File: config.mk
export PLATFORM = sky130hd
export DESIGN_NAME = pdm_pcm_fifo_flat
export DESIGN_NICKNAME = d
export VERILOG_FILES = /design/src/rtl/pdm_pkg.sv /design/src/rtl/pdm_pcm_fifo_if.sv /design/src/rtl/pdm_pcm_fifo.sv /design/src/flat_wrapper.sv
export SDC_FILE = /design/constraint.sdc
export NUM_CORES = 1
export LEC_CHECK = 0
export CORE_MARGIN = 2
export CORE_UTILIZATION = 30
export DETAILED_ROUTE_END_ITERATION = 10
export HOLD_SLACK_MARGIN = 0.06
export PLACE_DENSITY = 0.56
export RECOVER_POWER = 50
export SLEW_MARGIN = 10
export SYNTH_ARGS = -nofsm -noshare
export SYNTH_HDL_FRONTEND = slang
export SYNTH_SLANG_ARGS = --single-unit
File: constraint.sdc
create_clock -name clk -period 3.6 [get_ports clk]
set_clock_uncertainty 0.15 [all_clocks]
set_input_delay 0.72 -clock clk [delete_from_list [all_inputs] [get_ports clk]]
set_output_delay 0.72 -clock clk [all_outputs]
set_load 0.01 [all_outputs]
File: src/rtl/pdm_pkg.sv
// Shared PDM peripheral constants: sample width, FIFO depth,
// bus register offsets and the STATUS register layout.
package pdm_pkg;

  localparam int PCM_WIDTH  = 16;
  localparam int FIFO_DEPTH = 8;
  localparam int FIFO_LW    = $clog2(FIFO_DEPTH) + 1;

  localparam logic [4:0] REG_ENABLE = 5'h00;
  localparam logic [4:0] REG_PERIOD = 5'h04;
  localparam logic [4:0] REG_SAMPLE = 5'h08;
  localparam logic [4:0] REG_SELECT = 5'h0C;
  localparam logic [4:0] REG_STATUS = 5'h10;
  localparam logic [4:0] REG_THRESH = 5'h14;

  typedef struct packed {
    logic               irq;
    logic               overflow;
    logic               full;
    logic               empty;
    logic [FIFO_LW-1:0] level;
  } status_t;

endpackage

File: src/rtl/pdm_pcm_fifo_if.sv
// Sample FIFO bus bundle: push strobe from the decimator, pop and
// config from the register file, FIFO status back (master drives in).
interface pdm_pcm_fifo_if
  import pdm_pkg::*;
#(
  parameter int WIDTH = PCM_WIDTH,
  parameter int LW    = FIFO_LW
);

  logic             enable;
  logic [WIDTH-1:0] sample_in;
  logic             sample_valid;
  logic             pop;
  logic             clear;
  logic [LW-1:0]    threshold;
  logic [WIDTH-1:0] data_out;
  logic [LW-1:0]    level;
  logic             empty;
  logic             full;
  logic             overflow;
  logic             irq;

  modport master (
    output enable, sample_in, sample_valid,
    output pop, clear, threshold,
    input  data_out, level, empty,
    input  full, overflow, irq
  );

  modport slave (
    input  enable, sample_in, sample_valid,
    input  pop, clear, threshold,
    output data_out, level, empty,
    output full, overflow, irq
  );

endinterface

File: src/rtl/pdm_pcm_fifo.sv
// Show-ahead PCM sample FIFO, drop-on-full with sticky overflow,
// registered threshold irq. Ports: clk, rst_n, bus (slave modport).
module pdm_pcm_fifo
  import pdm_pkg::*;
#(
  parameter int WIDTH = PCM_WIDTH,
  parameter int DEPTH = FIFO_DEPTH,
  parameter int LW    = $clog2(DEPTH) + 1
) (
  input  logic          clk,
  input  logic          rst_n,
  pdm_pcm_fifo_if.slave bus
);

  localparam int PW = $clog2(DEPTH);

  logic [WIDTH-1:0] mem_q [DEPTH];
  logic [PW-1:0]    rd_ptr_q, rd_ptr_d;
  logic [PW-1:0]    wr_ptr_q, wr_ptr_d;
  logic [LW-1:0]    level_q, level_d;
  logic             ovf_q, ovf_d;
  logic             irq_q, irq_d;

  logic is_empty, is_full;
  logic push_req, pop_ok, push_ok;

  assign is_empty = (level_q == '0);
  assign is_full  = (level_q == LW'(DEPTH));

  always_comb begin
    push_req = bus.sample_valid & bus.enable & ~bus.clear;
    pop_ok   = bus.pop & ~is_empty & ~bus.clear;
    // a pop in the same cycle frees the slot a full push needs
    push_ok  = push_req & (~is_full | pop_ok);

    rd_ptr_d = rd_ptr_q;
    wr_ptr_d = wr_ptr_q;
    level_d  = level_q;
    ovf_d    = ovf_q;

    if (bus.clear) begin
      rd_ptr_d = '0;
      wr_ptr_d = '0;
      level_d  = '0;
      ovf_d    = 1'b0;
    end else begin
      if (pop_ok)
        rd_ptr_d = rd_ptr_q + PW'(1);
      if (push_ok)
        wr_ptr_d = wr_ptr_q + PW'(1);
      level_d = level_q + LW'(push_ok)
                        - LW'(pop_ok);
      if (push_req & ~push_ok)
        ovf_d = 1'b1;
    end

    // from next-state so irq lines up with the new level
    irq_d = ovf_d
          | ((bus.threshold != '0)
             & (level_d >= bus.threshold));
  end

  always_ff @(posedge clk or negedge rst_n) begin
    if (!rst_n) begin
      rd_ptr_q <= '0;
      wr_ptr_q <= '0;
      level_q  <= '0;
      ovf_q    <= 1'b0;
      irq_q    <= 1'b0;
    end else begin
      rd_ptr_q <= rd_ptr_d;
      wr_ptr_q <= wr_ptr_d;
      level_q  <= level_d;
      ovf_q    <= ovf_d;
      irq_q    <= irq_d;
    end
  end

  // storage holds no reset; stale entries are never visible
  always_ff @(posedge clk) begin
    if (push_ok)
      mem_q[wr_ptr_q] <= bus.sample_in;
  end

  assign bus.data_out = is_empty ? '0 : mem_q[rd_ptr_q];
  assign bus.level    = level_q;
  assign bus.empty    = is_empty;
  assign bus.full     = is_full;
  assign bus.overflow = ovf_q;
  assign bus.irq      = irq_q;

endmodule

File: src/flat_wrapper.sv
// flat-port wrapper written by rule: the top's interface ports become plain ports
module pdm_pcm_fifo_flat import pdm_pkg::*;
#(
  parameter int WIDTH = PCM_WIDTH,
  parameter int DEPTH = FIFO_DEPTH,
  parameter int LW    = $clog2(DEPTH) + 1
)
  (clk, rst_n, bus_enable, bus_sample_in, bus_sample_valid, bus_pop, bus_clear, bus_threshold, bus_data_out, bus_level, bus_empty, bus_full, bus_overflow, bus_irq);
  pdm_pcm_fifo_if #(.WIDTH(WIDTH), .LW(LW)) bus_i ();
  input  logic clk;
  input  logic rst_n;
  input wire logic [$bits(bus_i.enable)-1:0] bus_enable;
  input wire logic [$bits(bus_i.sample_in)-1:0] bus_sample_in;
  input wire logic [$bits(bus_i.sample_valid)-1:0] bus_sample_valid;
  input wire logic [$bits(bus_i.pop)-1:0] bus_pop;
  input wire logic [$bits(bus_i.clear)-1:0] bus_clear;
  input wire logic [$bits(bus_i.threshold)-1:0] bus_threshold;
  output wire logic [$bits(bus_i.data_out)-1:0] bus_data_out;
  output wire logic [$bits(bus_i.level)-1:0] bus_level;
  output wire logic [$bits(bus_i.empty)-1:0] bus_empty;
  output wire logic [$bits(bus_i.full)-1:0] bus_full;
  output wire logic [$bits(bus_i.overflow)-1:0] bus_overflow;
  output wire logic [$bits(bus_i.irq)-1:0] bus_irq;
  assign bus_i.enable = bus_enable;
  assign bus_i.sample_in = bus_sample_in;
  assign bus_i.sample_valid = bus_sample_valid;
  assign bus_i.pop = bus_pop;
  assign bus_i.clear = bus_clear;
  assign bus_i.threshold = bus_threshold;
  assign bus_data_out = bus_i.data_out;
  assign bus_level = bus_i.level;
  assign bus_empty = bus_i.empty;
  assign bus_full = bus_i.full;
  assign bus_overflow = bus_i.overflow;
  assign bus_irq = bus_i.irq;
  pdm_pcm_fifo #(.WIDTH(WIDTH), .DEPTH(DEPTH), .LW(LW)) u_core (.clk(clk), .rst_n(rst_n), .bus(bus_i));
endmodule
==> reports/results.txt, run 1 <==
Post-synthesis sequential area ratio -> 0.726
CTS Sinks -> 140
Drt wl/cell -> 18.6 µm
GPL Wtd Cong -> 0.795
Chip height -> 142 µm
Die Wd -> 142 µm
CP Cell Sequence -> inv_2 -> ha_2 -> or3b_4 -> inv_6 -> buf_12 -> nor2_4 -> buf_4 -> a22o_2 -> clkdlybuf4s50_1
Std cell rows -> 50
Worst vdd ir -> 0.334 mV
Drt drc -> 0
Max Slew Vio Count -> 0
Top cell type's share of synthesized area -> 0.673
Syn nets -> 326
Worst r2r path cells -> 15
Num CTS Buffers -> 17
Slew margin rel. -> 0.570
Drt total wl -> 11.4 mm
Leakage -> 0.00251 µW
Vias -> 2895
GR Util met3 -> 0.0404
Router iterations before antenna repair -> 4
Ports -> 50
Die area -> 20100 µm²
Worst EP required -> 2.73 ns
All-Layer GR Usage -> 0.123
Grt ovf -> 0
Port bufs -> 49
Final ANT Viol Nets -> 0
Synth Cell Area -> 5710 µm²
Met2 Use GR -> 0.192
Slowest CP cell -> clkdlybuf4s50_1
Hold Crit Class -> reg2reg
Tmin final -> 3.48 ns
Vias in the first global route -> 3162
Area after DPL -> 6590 µm²
RSZ-0062 raised after global routing -> no
Core Area -> 18700 µm²
Layout area overhead -> 27.3%
Post-synth ARST share -> 0.0857
Leading area contributor after synthesis -> edfxtp_1
Critical-path maximum fanout -> 6
Met1 Usage GRT -> 0.162
DRT iter0 DRCs -> 186
DP HPWL -> 6.78 mm
Type of element capturing the critical path -> output port
Critical path startpoint category -> flip-flop
Final hold violation count -> 0
Clk_lat worst skew -> 0.41 ns
Max-cap check violation count -> 0
Arr. time, crit path -> 2.61 ns
Setup ws final -> 0.119 ns
Post-synth cell types -> 39
Worst Setup Slack post-DPL -> -0.145 ns
Area contributors post-synth -> edfxtp_1 67%, mux4_2 13%, dfrtp_1 5.3%, ha_1 2.6%, a22o_1 1.5%
Largest net degree at the start of global routing -> 33
Endpoints failing setup -> 0
First-pass GRT wire length -> 18.0 mm
Design Power -> 4910 µW
CTS Root Cell -> clkbuf_16
Hold buffer count at cts -> 0
Design Area, Final -> 7270 µm²
Crit. Startpoint -> u_core.bus.level[2]$_DFF_PN0_
CP endpoint -> bus_data_out[15]
Clock slew at reported path FFs -> 0.06 ns
Clock Path Buffers -> 2
Count leader, synth -> edfxtp_1
RR Startpoint -> u_core.bus.level[2]$_DFF_PN0_
#FFs+latches synth -> 140
GRT busiest layer -> met2
Worst r2r dst -> u_core.bus.irq$_DFF_PN0_
Fin crit share -> 0.967
Starting Density -> 0.305
Slowest stage delay, CP -> 0.48 ns
Yosys warns -> 0
Post-synth EDFFs -> 128
Stages on the worst setup path -> 9
Top post-synthesis cells by count -> 128 x edfxtp_1, 32 x mux4_2, 14 x inv_1
CTS tree -> done
Most used DFF post-synth -> edfxtp_1
Worst-Margin Slew -> 0.643 ns
Via density -> 4.72
Fraction of layout cells with a size suffix above 1 -> 0.280
Mean Syn Cell Area -> 19.9 µm²
H-tree depth -> 4
P per Cell Area -> 675 nW/µm²
Worst setup path class -> reg2out
Status -> finished clean
Initial antenna violation count -> 1
Final #Nets -> 405
Crit path max-delay family -> buffers and inverters
Gate Count Post-Synth -> 287
Buffers plus inverters on the worst setup path -> 5
R2R setup slack -> 0.13 ns
Max Fclk -> 287 MHz
-- where the power goes --
part	internal [µW]	switching, µW
clock	1160	628
combinational	708	534
sequential	1820	59.5
total	3690	1220
-- registers in the layout, summed over array words and instances, names as in the netlist --
register,flops
u_core.bus.irq,1
u_core.rd_ptr_q,3
u_core.mem_q,128
u_core.wr_ptr_q,3
u_core.bus.overflow,1
u_core.bus.level,4
-- placed cells by master (no fill, tap or decap), types with 2 or more instances in the layout --
cell type,n
a21o_1,2
a21oi_1,2
a22o_1,10
a22o_2,6
buf_12,3
buf_4,19
bufinv_16,4
clkbuf_1,6
clkbuf_16,17
clkdlybuf4s50_1,26
clkinv_2,2
dfrtp_1,11
dlygate4sd3_1,23
edfxtp_1,128
ha_1,11
inv_1,13
inv_6,3
mux2_2,2
mux2i_1,2
mux4_2,32
nand2_1,4
nand2b_1,2
nand3_1,2
nor2_1,10
nor2b_1,4
nor3_2,4
o211ai_1,2
o21ai_0,3
-- final cells by class --
class	count	area [µm²]
diodes	1	2.50
clock buffers	20	437
clock inverters	11	168
fillers	1684	11400
inverters	15	61.3
multi-input cells	118	1460
flip-flops and latches	140	4150
well taps	234	293
repair buffers	74	704
-- worst min-delay path by stage --
stage	from	endpoint	slack, ns	cells after the start
after floorplan	rst_n	u_core.bus.irq$_DFF_PN0_	0.27	0
after global placement	u_core.rd_ptr_q[1]$_DFFE_PN0P_	u_core.rd_ptr_q[1]$_DFFE_PN0P_	0.40	2
after detailed placement	u_core.rd_ptr_q[1]$_DFFE_PN0P_	u_core.rd_ptr_q[1]$_DFFE_PN0P_	0.43	2
after CTS	u_core.rd_ptr_q[1]$_DFFE_PN0P_	u_core.rd_ptr_q[1]$_DFFE_PN0P_	0.44	2
after global routing	u_core.rd_ptr_q[1]$_DFFE_PN0P_	u_core.rd_ptr_q[1]$_DFFE_PN0P_	0.49	2
final	u_core.rd_ptr_q[1]$_DFFE_PN0P_	u_core.rd_ptr_q[1]$_DFFE_PN0P_	0.45	2
-- worst register-to-register path, delay by kind of cell, from the launching register on --
family | cells | cell delay, ns
adders and majority gates | 5 | 1.33
and+or+nand+nor | 3 | 0.64
AOI/OAI and AO/OA | 3 | 0.48
DFF | 1 | 0.39
buffers and inverters | 3 | 0.22
xor gates and xnor gates | 1 | 0.14
-- layer usage --
metal	vias to the layer above	wire length [µm]
met2	72	5510
met1	1485	5100
met4	0	160
met5	-	0
li1	1323	-
met3	15	613
-- metrics by stage --
step | TNS [ns] | hold WS, ns | std cells | util
after global routing | 0 | 0.491 | 612 | 0.388
after global placement | -0.0598 | 0.403 | 577 | 0.352
final | 0 | 0.446 | 613 | 0.389
after detailed placement | -0.145 | 0.428 | 577 | 0.352
after floorplan | 0 | 0.274 | 287 | -
after CTS | 0 | 0.436 | 610 | 0.386
-- logic make-up (layout without fill, tap and decap cells) --
logic type	after synthesis	count (layout)	share of synthesized area
simple gates	38	38	0.0366
other cells	0	1	0
xor+xnor	1	1	0.00153
compound gates	29	29	0.0419
fa+ha+maj	13	13	0.0298
mux	37	37	0.136
flops	140	140	0.726
buf+inv	29	120	0.0280
-- repair_timing --
| action | CTS | global route |
|---|---|---|
| setup buffers | 2 | 2 |
| pin swaps | 1 | 0 |
| setup endpoints to repair | 17 | 7 |
| resized for setup | 3 | 8 |
Note: power is estimated with default switching activity, not from simulation.
==> inputs of run 2 (changes only) <==
--- a/config.mk
+++ b/config.mk
@@ -6,10 +6,11 @@
 export NUM_CORES = 1
 export LEC_CHECK = 0
 export CORE_MARGIN = 2
-export CORE_UTILIZATION = 30
+export CORE_UTILIZATION = 45
+export CTS_CLUSTER_SIZE = 30
 export DETAILED_ROUTE_END_ITERATION = 10
 export HOLD_SLACK_MARGIN = 0.06
-export PLACE_DENSITY = 0.56
+export PLACE_DENSITY = 0.74
 export RECOVER_POWER = 50
 export SLEW_MARGIN = 10
 export SYNTH_ARGS = -nofsm -noshare
==> run 2 against run 1 <==
  * Non-clock buffer count shrank 3
  * Register-to-register slack gained 0.05 ns
  * Clock power shrank 4%
  * Total power shrank 3.7%
  * Combinational power shrank 6%
  * Count of clock-buffer cells in the layout shrank 2
  * Critical path type unchanged
  * Critical endpoint is now bus_data_out[0]
  * Largest cell class unchanged
==> reports/results.txt, run 2 (synthesis results as in run 1) <==
Slew margin rel. -> 0.603 (+0.0331)
R2R setup slack -> 0.18 ns (+0.05 ns)
Via density -> 5.34 (+13%)
CTS Sinks -> 140 (unchanged)
Max FFs per register -> 128 (unchanged)
Clock Path Buffers -> 2 (unchanged)
GPL Wtd Cong -> 0.801 (+0.75%)
First-pass GRT wire length -> 16.9 mm (-6.1%)
Design Area, Final -> 7120 µm² (-2.0%)
Arr. time, crit path -> 2.66 ns (+0.05 ns)
Router iterations before antenna repair -> 4 (unchanged)
Clock slew at reported path FFs -> 0.06 ns (about the same)
Slowest stage delay, CP -> 0.48 ns (about the same)
Worst r2r dst -> u_core.bus.irq$_DFF_PN0_
Placed cells -> 514 (-11%)
Fin cells -> 549 (-10%)
Critical-path maximum fanout -> 16 (+10)
Largest net degree at the start of global routing -> 33 (unchanged)
Filler cell count in the final layout -> 954 (-43%)
DP HPWL -> 6.30 mm (-7.0%)
Layout area overhead -> 24.8%
CTS Root Cell -> clkbuf_16
Vias in the first global route -> 3092 (-2.2%)
All-Layer GR Usage -> 0.175 (+0.0516)
Max-cap check violation count -> 0 (unchanged)
Commonest non-fill, non-tap cell in the layout -> edfxtp_1
RR Startpoint -> u_core.bus.level[2]$_DFF_PN0_
Num CTS Buffers -> 17 (unchanged)
Biggest register -> u_core.mem_q
Crit path max-delay family -> buffers and inverters
Multi-input logic area -> 1460 µm² (+0.52%)
Crit. Startpoint -> u_core.bus.level[2]$_DFF_PN0_
Die area -> 13600 µm² (-32%)
Leakage -> 0.00247 µW (-1.7%)
Drt drc -> 0 (unchanged)
Worst r2r path cells -> 15 (unchanged)
Tmin final -> 3.53 ns (+0.0457 ns)
Grt ovf -> 0 (unchanged)
Worst EP required -> 2.73 ns (about the same)
Setup ws final -> 0.0737 ns (-0.0457 ns)
Port bufs -> 49 (unchanged)
Critical path startpoint category -> flip-flop
Chip height -> 117 µm (-18%)
Stages on the worst setup path -> 7 (-2)
CP Cell Sequence -> inv_2 -> ha_4 -> or3b_4 -> buf_4 -> and2_4 -> a22o_2 -> clkdlybuf4s50_1
CTS tree -> done
Fin crit share -> 0.980 (+0.0127)
Register area -> 4150 µm² (about the same)
Vias -> 2931 (+1.2%)
Drt total wl -> 10.7 mm (-5.7%)
Fraction of layout cells with a size suffix above 1 -> 0.279 (-0.00117)
Max Fclk -> 284 MHz (-1.3%)
RSZ-0062 raised after global routing -> no
Starting Density -> 0.456 (+0.151)
Worst setup path class -> reg2out
Std cell rows -> 41 (-18%)
Die Wd -> 117 µm (-18%)
Ports -> 50 (unchanged)
Drt wl/cell -> 19.6 µm (+5.2%)
Final hold violation count -> 0 (unchanged)
Status -> finished clean
Slowest CP cell -> clkdlybuf4s50_1
CP endpoint -> bus_data_out[0]
Endpoints failing setup -> 0 (unchanged)
Core Area -> 12500 µm² (-33%)
Max Slew Vio Count -> 0 (unchanged)
P per Cell Area -> 663 nW/µm² (-1.8%)
H-tree depth -> 4 (unchanged)
Clk_lat worst skew -> 0.41 ns (about the same)
Hold WS -> 0.455 ns (+0.00886 ns)
Buffers plus inverters on the worst setup path -> 3 (-2)
DRT iter0 DRCs -> 275 (+48%)
Worst-Margin Slew -> 0.594 ns (-0.0495 ns)
Type of element capturing the critical path -> output port
Initial antenna violation count -> 1 (unchanged)
Final #Nets -> 402 (-0.74%)
Worst Setup Slack post-DPL -> -0.109 ns (+0.0360 ns)
Area after DPL -> 6490 µm² (-1.5%)
Final ANT Viol Nets -> 0 (unchanged)
Worst vdd ir -> 0.311 mV (-6.9%)
Commonest non-fill, non-tap cells in the layout -> 128 x edfxtp_1, 32 x mux4_2, 29 x clkdlybuf4s50_1
Hold Crit Class -> reg2reg
==> run 2: repair_timing <==
item                       CTS  global route
setup buffers                0             2
hold buffers                 0             0
gates resized for setup      4             8
pin swaps                    0             1
setup endpoints to repair   17             2
==> run 2: cell type report <==
class,instances,area share
multi-input combinational,118,0.205
clock buffer,18,0.0602
clock inverter,14,0.0214
inverter,15,0.00861
antenna,1,0.000351
timing repair buffer,71,0.0919
sequential,140,0.582
tap,172,0.0302
==> run 2: report_power, final <==
group | internal, µW | total [µW] | leakage, µW | switching [µW]
combinational | 638 | 1170 | 0.000885 | 532
clock | 1070 | 1700 | 0.000268 | 625
sequential | 1820 | 1860 | 0.00131 | 33.7
total | 3530 | 4730 | 0.00247 | 1190
==> run 2: through the flow <==
| stage | total power (µW) | util | TNS [ns] |
|---|---|---|---|
| 2_1_floorplan | 2570 | - | 0 |
| 3_3_place_gp | 2990 | 0.518 | -0.000641 |
| 3_5_place_dp | 3020 | 0.518 | -0.109 |
| 4_1_cts | 4730 | 0.566 | 0 |
| 5_1_grt | 4940 | 0.569 | 0 |
| 6_report | 4730 | 0.569 | 0 |
==> run 2: per-layer routing <==
| metal | track usage | vias up | share of wire |
|---|---|---|---|
| met5 | 0 | - | 0 |
| met4 | 0.0557 | 0 | 0.0099 |
| met3 | 0.0560 | 12 | 0.047 |
| met2 | 0.290 | 69 | 0.51 |
| met1 | 0.220 | 1529 | 0.44 |
| li1 | - | 1321 | - |
==> run 2: tightest hold or removal path: stages, from the launching register on <==
cell and delay (ns):
dfrtp_1 0.39, o21ai_0 0.09, a21oi_1 0.08
==> run 2: worst min path at each step <==
stage / startpoint / to / cells after the start
CTS: u_core.rd_ptr_q[1]$_DFFE_PN0P_ / u_core.rd_ptr_q[1]$_DFFE_PN0P_ / 2
finish: u_core.rd_ptr_q[1]$_DFFE_PN0P_ / u_core.rd_ptr_q[1]$_DFFE_PN0P_ / 2
floorplan: rst_n / u_core.bus.irq$_DFF_PN0_ / 0
detailed placement: u_core.rd_ptr_q[1]$_DFFE_PN0P_ / u_core.rd_ptr_q[1]$_DFFE_PN0P_ / 2
global placement: u_core.rd_ptr_q[1]$_DFFE_PN0P_ / u_core.rd_ptr_q[1]$_DFFE_PN0P_ / 2
global route: u_core.rd_ptr_q[1]$_DFFE_PN0P_ / u_core.rd_ptr_q[1]$_DFFE_PN0P_ / 2
==> patch: new RTL, settings of run 1 <==
Change the package constant `PCM_WIDTH` from 16 to 24.
--- a/src/rtl/pdm_pkg.sv
+++ b/src/rtl/pdm_pkg.sv
@@ -3,5 +3,5 @@
 package pdm_pkg;
 
-  localparam int PCM_WIDTH  = 16;
+  localparam int PCM_WIDTH  = 24;
   localparam int FIFO_DEPTH = 8;
   localparam int FIFO_LW    = $clog2(FIFO_DEPTH) + 1;
Ports: changed (resized bus_data_out and bus_sample_in); port bits go from 50 to 66. The function was not compared with the original's and may differ.
==> patch against run 1 <==
- wire length up 50%
- sequential cell count increased by 64
- worst setup slack worse by 0.029 ns
- sequential share of layout area up 2.9 points
- total power increased by 30%
- critical endpoint is now bus_data_out[17]
- first-iteration DRC count up 20%
- largest power group unchanged
- final area up 39%
- area after synthesis rose by 42%
- clock power increased by 21%
- final cell count up 38%
- via count is 40% higher
- combinational power rose by 24%
- maximum frequency decreased by 0.82%
==> patch: results (changes against run 1) <==
Power
  – Worst vdd ir: 0.000311 V (was 0.000334 V)
  – Combinational gate power: 0.00154 W (was 0.00124 W)
  – Power density normalized to cell area: 632 nW/um^2 (was 675 nW/um^2)

Clock tree
  – Maximum clock path buffer count: 3 (was 2)
  – Total of cells resized after clock tree synthesis: 18 (was 3)
  – CTS HTree Levels: 1 (was 4)

Synthesis
  – Cells taking the most area after synthesis: sky130_fd_sc_hd__edfxtp_1, sky130_fd_sc_hd__mux4_2, sky130_fd_sc_hd__dfrtp_1, sky130_fd_sc_hd__a22o_1, sky130_fd_sc_hd__ha_1 (was sky130_fd_sc_hd__edfxtp_1, sky130_fd_sc_hd__mux4_2, sky130_fd_sc_hd__dfrtp_1, sky130_fd_sc_hd__ha_1, sky130_fd_sc_hd__a22o_1)
  – Synth cell count leaders: sky130_fd_sc_hd__edfxtp_1, sky130_fd_sc_hd__mux4_2, sky130_fd_sc_hd__a22o_1, sky130_fd_sc_hd__inv_1 (was sky130_fd_sc_hd__edfxtp_1, sky130_fd_sc_hd__mux4_2, sky130_fd_sc_hd__inv_1, sky130_fd_sc_hd__dfrtp_1, sky130_fd_sc_hd__ha_1)
  – Cell area after synthesis: 8080 um^2 (was 5710 um^2)
  – Compound-cell area share of the yosys netlist: 3.73% (was 4.19%)
  – Average cell area after synthesis: 21.3 um^2 (was 19.9 um^2)
  – Xor/xnor cell area share of the yosys netlist: 0.108% (was 0.153%)

Critical path
  – Critical path endpoint: bus_data_out[17] (was bus_data_out[15])
  – Worst EP arrival: 2.64 ns (was 2.61 ns)

Worst hold path
  – Hold Crit Class: input pin to async pin (was flop to flop)

Finish
  – CLK BUF: 26 (was 20)
  – Number of nets in the final layout: 535 (was 405)
  – Layout cells sized above 1: 27.2% (was 28.0%)
  – Number of fill cells in the layout: 2,456 (was 1,684)
  – Comb_multi_in: 143 (was 118)
  – Area of all sequential standard cells: 6070 um^2 (was 4150 um^2)
  – Clock network area share: 6.86% (was 8.31%)
  – Fraction of area in non-clock buffers: 9.56% (was 9.69%)
  – Area used by multi-input combinational logic: 1900 um^2 (was 1460 um^2)

GRT
  – Largest net degree at the start of global routing: 39 (was 33)
  – Tot GR Track Use: 12.1% (was 12.3%)
  – Number of global-route vias before repair: 4,420 (was 3,162)

Routing
  – Per-cell routed wire length: 20.1 um (was 18.6 um)
  – Number of vias in the routed layout: 4,056 (was 2,895)

Placed design
  – Inst Count DP: 798 (was 577)
  – Area post-placement: 9350 um^2 (was 6590 um^2)
  – Final weighted congestion in routability-driven placement: 0.808 (was 0.795)

Status
  – Result of the run: complete, no violations (unchanged)

STA
  – Slew at the pin with the worst max-slew slack: 0.665 ns (was 0.643 ns)
==> patch: per-layer routing <==
metal  up-vias  share of wire [%]  track usage [%]  routed length (um)
li1       1792                  -                -                   -
met1      2136                 44             16.3                7440
met2        97                 50             20.2                8480
met3        29                4.5             2.40                 770
met4         2                1.9             2.89                 326
met5         -              0.076                0                  13
==> patch: worst min path at each step <==
stage,depth (start not counted),from,slack (ns),end
global placement,2,u_core.bus.overflow$_DFF_PN0_,0.48,u_core.bus.overflow$_DFF_PN0_
floorplan,0,rst_n,0.27,u_core.bus.irq$_DFF_PN0_
global route,1,rst_n,0.54,u_core.bus.level[3]$_DFF_PN0_
detailed placement,2,u_core.bus.overflow$_DFF_PN0_,0.49,u_core.bus.overflow$_DFF_PN0_
finish,1,rst_n,0.51,u_core.bus.level[0]$_DFF_PN0_
CTS,1,rst_n,0.43,u_core.bus.level[3]$_DFF_PN0_
